==> src/rtl/serial_adder_pkg.sv <==
// Shared types and defaults for the bit-serial adder.
package serial_adder_pkg;

  localparam int unsigned DEFAULT_WIDTH = 8;

  typedef enum logic [1:0] {
    IDLE = 2'd0,
    RUN  = 2'd1,
    DONE = 2'd2
  } state_t;

endpackage

==> src/rtl/nand_full_adder.sv <==
// One-bit full adder built from nine Sheffer (NAND) cells.
module nand_full_adder (
  input  logic a,
  input  logic b,
  input  logic cin,
  output logic s,
  output logic cout
);

  logic n1, n2, n3, axb, n5, n6, n7;

  // First half adder: axb = a ^ b, n1 = ~(a & b)
  sheffer u_n1 (.a(a),   .b(b),   .y(n1));
  sheffer u_n2 (.a(a),   .b(n1),  .y(n2));
  sheffer u_n3 (.a(b),   .b(n1),  .y(n3));
  sheffer u_n4 (.a(n2),  .b(n3),  .y(axb));

  // Second half adder against cin; carry merges both NAND carry terms
  sheffer u_n5 (.a(axb), .b(cin), .y(n5));
  sheffer u_n6 (.a(axb), .b(n5),  .y(n6));
  sheffer u_n7 (.a(cin), .b(n5),  .y(n7));
  sheffer u_n8 (.a(n6),  .b(n7),  .y(s));
  sheffer u_n9 (.a(n5),  .b(n1),  .y(cout));

endmodule

==> src/rtl/sheffer.sv <==
// Two-input NAND (Sheffer stroke) primitive.
module sheffer (
  input  logic a,
  input  logic b,
  output logic y
);

  assign y = ~(a & b);

endmodule

==> src/rtl/serial_adder.sv <==
// LSB-first bit-serial adder with valid/ready on both sides; one bit per clock.
// Optional signed-overflow output enabled by defining SERIAL_ADDER_OVERFLOW_EN.
module serial_adder
  import serial_adder_pkg::*;
#(
  parameter int unsigned WIDTH = DEFAULT_WIDTH
) (
  input  logic             clk,
  input  logic             rst_n,
  input  logic             in_valid,
  output logic             in_ready,
  input  logic [WIDTH-1:0] a,
  input  logic [WIDTH-1:0] b,
  output logic             out_valid,
  input  logic             out_ready,
  output logic [WIDTH-1:0] sum,
  output logic             carry
`ifdef SERIAL_ADDER_OVERFLOW_EN
  ,
  output logic             overflow
`endif
);

  localparam int unsigned CW = (WIDTH > 1) ? $clog2(WIDTH) : 1;
  localparam logic [CW-1:0] LAST = CW'(WIDTH - 1);

  state_t           state, next_state;
  logic [WIDTH-1:0] a_sr, b_sr, sum_sr;
  logic             cy;
  logic [CW-1:0]    cnt;
  logic             accept, last_bit;
  logic             fa_s, fa_cout;

  nand_full_adder u_fa (
    .a    (a_sr[0]),
    .b    (b_sr[0]),
    .cin  (cy),
    .s    (fa_s),
    .cout (fa_cout)
  );

  always_ff @(posedge clk or negedge rst_n) begin
    if (!rst_n) state <= IDLE;
    else        state <= next_state;
  end

  always_comb begin
    next_state = state;
    in_ready   = 1'b0;
    out_valid  = 1'b0;
    accept     = 1'b0;
    last_bit   = 1'b0;
    case (state)
      IDLE: begin
        in_ready = 1'b1;
        accept   = in_valid;
        if (in_valid) next_state = RUN;
      end
      RUN: begin
        last_bit = (cnt == LAST);
        if (last_bit) next_state = DONE;
      end
      DONE: begin
        out_valid = 1'b1;
        if (out_ready) next_state = IDLE;
      end
      default: next_state = IDLE;
    endcase
  end

  // Counter holds at WIDTH-1 after the last bit; only an accept reloads it
  always_ff @(posedge clk or negedge rst_n) begin
    if (!rst_n) begin
      a_sr   <= '0;
      b_sr   <= '0;
      sum_sr <= '0;
      cy     <= 1'b0;
      cnt    <= '0;
    end else if (accept) begin
      a_sr   <= a;
      b_sr   <= b;
      sum_sr <= '0;
      cy     <= 1'b0;
      cnt    <= '0;
    end else if (state == RUN) begin
      a_sr   <= {1'b0, a_sr[WIDTH-1:1]};
      b_sr   <= {1'b0, b_sr[WIDTH-1:1]};
      sum_sr <= {fa_s, sum_sr[WIDTH-1:1]};
      cy     <= fa_cout;
      if (!last_bit) cnt <= cnt + 1'b1;
    end
  end

  assign sum   = sum_sr;
  assign carry = cy;

`ifdef SERIAL_ADDER_OVERFLOW_EN
  logic ovf;

  // Carry into the MSB is still in cy on the final edge
  always_ff @(posedge clk or negedge rst_n) begin
    if (!rst_n)        ovf <= 1'b0;
    else if (accept)   ovf <= 1'b0;
    else if (last_bit) ovf <= cy ^ fa_cout;
  end

  assign overflow = ovf;
`endif

endmodule

==> config.mk <==
export PLATFORM = sky130hd
export DESIGN_NAME = serial_adder
export DESIGN_NICKNAME = d
export VERILOG_FILES = /design/src/rtl/serial_adder_pkg.sv /design/src/rtl/nand_full_adder.sv /design/src/rtl/sheffer.sv /design/src/rtl/serial_adder.sv
export SDC_FILE = /design/constraint.sdc
export NUM_CORES = 1
export LEC_CHECK = 0
export BUFFER_PORTS_ARGS = -buffer_cell sky130_fd_sc_hd__buf_2
export CAP_MARGIN = 20
export CORE_MARGIN = 1
export CORE_UTILIZATION = 52
export CTS_BUF_LIST = sky130_fd_sc_hd__clkbuf_16
export DETAILED_ROUTE_END_ITERATION = 16
export PLACE_DENSITY = 0.77
export SLEW_MARGIN = 20
export SYNTH_ARGS = -nofsm -noshare
export SYNTH_HDL_FRONTEND = slang
export SYNTH_SLANG_ARGS = --single-unit
export TNS_END_PERCENT = 10
==> constraint.sdc <==
create_clock -name clk -period 1.7 [get_ports clk]
set_clock_uncertainty 0.2 [all_clocks]
set_input_delay 0.085 -clock clk [delete_from_list [all_inputs] [get_ports clk]]
set_output_delay 0.085 -clock clk [all_outputs]
set_load 0.01 [all_outputs]
======== Word-level counts from Yosys, hierarchy flattened ========
Cells that the tools add are included.
Widths: inputs -> output; s select.
operators by class
  equality and inequality tests ........... 7
  reduce and logical (&&, ||, !) cells .... 4
  add/sub/neg operators ................... 1
  mux-type cells .......................... 19
  bitwise gates (word level) .............. 18
operators with widths
  operator             count
  $mux 8               6
  $and 1x1->1          9
  $mux 3               3
  $not 1->1            9
  $ne 2x2->1 const B   4
  $mux 1               6
  $mux 2               3
  $pmux 2 s3           1
  $add 3x1->3 const B  1
  $eq 3x3->1 const B   1
  $reduce_and 3->1     1
  $eq 2x1->1 const B   1
  $eq 2x2->1 const B   1
  $logic_not 2->1      1
  $reduce_and 2->1     1
  $reduce_bool 2->1    1
storage, ports and cells
  register bits ........................... 30
  input bits .............................. 20
  output and inout port bits .............. 11
  logic and storage cells ................. 55

======== Longest topological paths before layout ========
  depth in word-level cells ............... 14
  depth in mapped cells ................... 5

======== Cells and area by module ========
From an unflattened synthesis, not the netlist that was laid out.
unflattened totals
  cell total of the unflattened synthesis .. 140
  area total of the unflattened synthesis .. 1421.4 um2
by module, submodules not included
  module        instances  sequential area each (um2)  area each (um2)  cells each
  serial_adder  1          750.7                       1387.6           131
  sheffer       9          0.0                         3.8              1

======== Least setup slack after synthesis ========
OpenSTA, ideal clock, no wires.
  kind .................................... register -> register
  start ................................... reg cnt[0]
  end ..................................... reg cnt[0]
  arrival ................................. 1.155 ns
  required time ........................... 1.422 ns
  buffers on the path ..................... 0
  period minus slack after synthesis ...... 1.433 ns
  stages on the path, launching flop included .. 6
  path slack .............................. 0.267 ns
  cells stage by stage .................... dfrtp_1 -> ha_1 -> ha_1 -> nor3_1 -> a21oi_1 -> o2bb2ai_1
between the ends
  cells in the longest elaborated chain, start to end .. 4
  elaborated cells on any way between the ends .. 8
  classes of those cells .................. add/sub (1); eq/ne (2); mux (4); reduce/logical (1)
ends and longest elaborated chain
  what                                        line                                    RTL
  start: declaration                          serial_adder.sv:30                      logic [CW-1:0] cnt;
  start signal: assignment                    serial_adder.sv:90                      if (!last_bit) cnt <= cnt + 1'b1;
  $add 3x1->3 or $eq 3x3->1 (tied branches)   serial_adder.sv:90, serial_adder.sv:60
  $mux 3 or $mux 1 (tied branches)            serial_adder.sv:90, serial_adder.sv:53
  $mux 3 or $ne 2x2->1 (tied branches)        --
  $mux 3 or $reduce_and 2->1 (tied branches)  --
Several ways; a longest one is shown, not always the timed one. The select of a mux whose other input is x is not followed.
A chain may end at the register's enable or synchronous reset.

======== Worst setup path after layout ========
  start ................................... reg cnt[0]
  end ..................................... reg cnt[2]
The elaborated chain is that of the path after synthesis.

==> results.py <==
metrics = {
    "placement": {
        "gp_congestion": 0.765,
        "dp.final_hpwl_um": 2050,
        "io_buffers": 30,
        "dp_slack_ps": 113,
    },
    "finish": {
        "area_growth_pct": 34.0,
        "multi_input_area_um2": 533,
        "fill_cells": 184,
        "diodes": 0,
        "finish.utilization_pct": 73.4,
        "regArea_um2": 751,
        "layout-drive-gt1-share_pct": 25.3,
        "final_net_count": 193,
    },
    "logic_synthesis": {
        "ys.flop_type": "dfrtp_1",
        "syn-num-nets": 143,
        "synth-edff-count": 0,
        "seq_area_frac_synth_pct": 55.3,
        "ys.warnings.count": 0,
        "synth_seq_cells": 30,
        "synth_cell_types": 26,
        "syn_area_per_cell_um2": 11.3,
        "synthCells": 120,
        "syn-cell-area_mm2": 0.00136,
        "synthArstFlopShare_pct": 100,
    },
    "timing": {
        "finalSetupTns_ps": 0,
        "period_minus_slack_ps": 1600,
        "slew_viol_final": 0,
        "slew_headroom_pct": 45.0,
        "finalCritPeriodShare_pct": 94.1,
        "hold_ws_ps": -5.06,
        "report.final.hold_viol_count": 1,
        "fmax_mhz": 625,
        "timing.final.ws_setup_ps": 99.5,
        "rsz0062_at_grt": "no",
        "setup_viol": 0,
        "tightest_slew_ps": 820,
    },
    "detailed_routing": {
        "postRouteAntennaNets": 0,
        "drt-initial-drc-count": 49,
        "vias": 1231,
        "wl_um": 3490,
        "drc_errors": 0,
        "first_pass_iters": 4,
        "avgRoutedWirePerCell_um": 17.4,
        "post_drt_via_cell_ratio": 6.16,
    },
    "floorplan": {
        "core_mm2": 0.00248,
        "fp.dieH_um": 53.1,
        "dieWidth_um": 53.1,
        "boundaryPins": 31,
        "start_util_pct": 54.8,
        "core.rowCount": 18,
        "dieArea_mm2": 0.00282,
    },
    "hold_path": {
        "min_from": "b[2]",
        "hp-class": "input port to flop",
    },
    "critical_path": {
        "end_kind": "flop",
        "cp_slowest_stage_delay_ps": 400,
        "crit_top_cell": "ha_1",
        "critPathMaxFanout": 7,
        "cp-start-kind": "flop",
        "critical_path_required_ps": 1690,
        "crit_type": "flop to flop",
        "critPathArrivalTime_ps": 1600,
        "cp_cell_sequence": "ha_1 > ha_1 > nor2_1 > a22oi_1 > o2bb2ai_1",
        "reg2reg_from": "cnt[0]",
        "startpoint": "cnt[0]",
        "slowest_stage": "dfrtp_1",
    },
    "run": {
        "max_cap_viol_count": 0,
    },
    "clock_network": {
        "clockBufferDepth": 2,
        "cts_sinks": 30,
        "tritoncts": "done",
        "clk_latency_ps": 270,
        "numCtsBuffers": 5,
        "clk_pin_slew_worst_paths_ps": 50,
        "h-tree-depth": 2,
        "postCtsSetupBuffers": 0,
        "cts_root_buf": "clkbuf_16",
    },
    "grt": {
        "grt_pass1_wl_um": 5400,
        "grt_max_degree": 31,
        "grt-ovfl-total": 0,
        "antenna_found_initial": 0,
        "first_global_vias": 1181,
        "grt_util_all_layers_pct": 28.7,
    },
    "power": {
        "leakage_nw": 0.847,
        "power_per_cell_area_mw_per_mm2": 1850,
        "ir_worst_vdd_v": 0.00151,
    },
    "outcome": {
        "violations": "negative hold slack",
        "outcome": "finished with violations",
    },
}
Yosys cell counts (all sizes together), types with 2 or more instances:
cell type	number	area share, %
dfrtp	30	55
o22ai	24	11
a21oi	13	4.8
a22o	9	5.8
buf	9	4.9
nor2	5	1.6
o21ai	5	1.8
nand2b	4	2.4
nand2	3	0.83
o2bb2ai	3	1.9
a22oi	2	1.1
a2bb2oi	2	1.3
ha	2	1.8
inv	2	0.55
critical path: cells and delay by family (launching register included):
family | cells | cell delay (ps)
adders and majority gates | 2 | 460
DFF | 1 | 400
AOI/OAI and AO/OA | 2 | 280
and+or+nand+nor | 1 | 170
registers in the layout (all words and copies together), names as in the netlist:
name and count:
a_sr 8, b_sr 8, sum 8, cnt 3, state 2, carry 1
path summary, 6_finish.rpt:
path	slack, ps	cells after the start	endpoint
worst max-delay path	100	5	cnt[2]
worst min-delay path	-5	3	b_sr[2]
worst max register to register	100	5	cnt[2]
worst min register to register	310	1	sum[0]
max in group asynchronous	700	2	a_sr[6]
min in group asynchronous	170	2	sum[0]
layout by cell type, fill, tap and decap left out, types with 2 or more instances in the layout:
cell type / instances
clkbuf_16: 5
a2bb2oi_1: 2
nand2_1: 3
a22oi_1: 2
dfrtp_1: 30
o21ai_0: 4
o2bb2ai_1: 3
buf_4: 5
nand2b_1: 3
a22o_1: 9
a21oi_1: 13
o22ai_1: 24
nor2_1: 4
inv_1: 4
dlygate4sd3_1: 17
ha_1: 2
buf_2: 30
power by group:
part	switching (mW)	internal, mW	total (mW)
Combinational	0.674	0.591	1.27
Sequential	0.263	1.04	1.30
Clock	0.284	0.520	0.804
Total	1.22	2.15	3.37
final cells by class:
type / count / share of cell area, %
Tap cell: 30 / 2.06
Timing Repair Buffer: 52 / 19.7
Inverter: 2 / 0.413
Clock inverter: 2 / 0.413
Sequential cell: 30 / 41.3
Clock buffer: 5 / 6.88
Multi-Input combinational cell: 79 / 29.3
cell families (layout without fill, tap and decap cells):
group	count (synthesis)	in the layout	synth area share, %
adder cells (fa/ha/maj)	3	3	3.32
flip-flops	30	30	55.3
buffers and inverters	11	61	5.44
AO/OA/AOI/OAI	60	60	29.2
AND/OR/NAND/NOR	16	16	6.73
repair_timing:
| action | in CTS | in global routing |
|---|---|---|
| hold endpoints to repair | 46 | 0 |
| hold buffers | 17 | 0 |
| gates resized for setup | 0 | 0 |
layer usage:
layer / GRT usage (%) / vias to the layer above / wire [um] / share of wire [%]
met5: 0 / - / 0 / 0
met4: 18.0 / 0 / 61 / 1.7
met3: 6.90 / 6 / 160 / 4.6
met2: 44.7 / 49 / 1830 / 52
met1: 35.3 / 608 / 1440 / 41
li1: - / 568 / - / -
stage by stage:
step	power [mW]	hold slack [ps]	instances	area (um2)
after detailed placement	2.49	-53.1	176	1520
after global placement	2.39	-61.9	176	1520
after global routing	3.57	11.9	200	1820
after CTS	3.35	1.43	200	1820
after floorplan	2.15	-411	120	1360
final	3.37	-5.06	200	1820
Power figures use the tool's default switching activity.
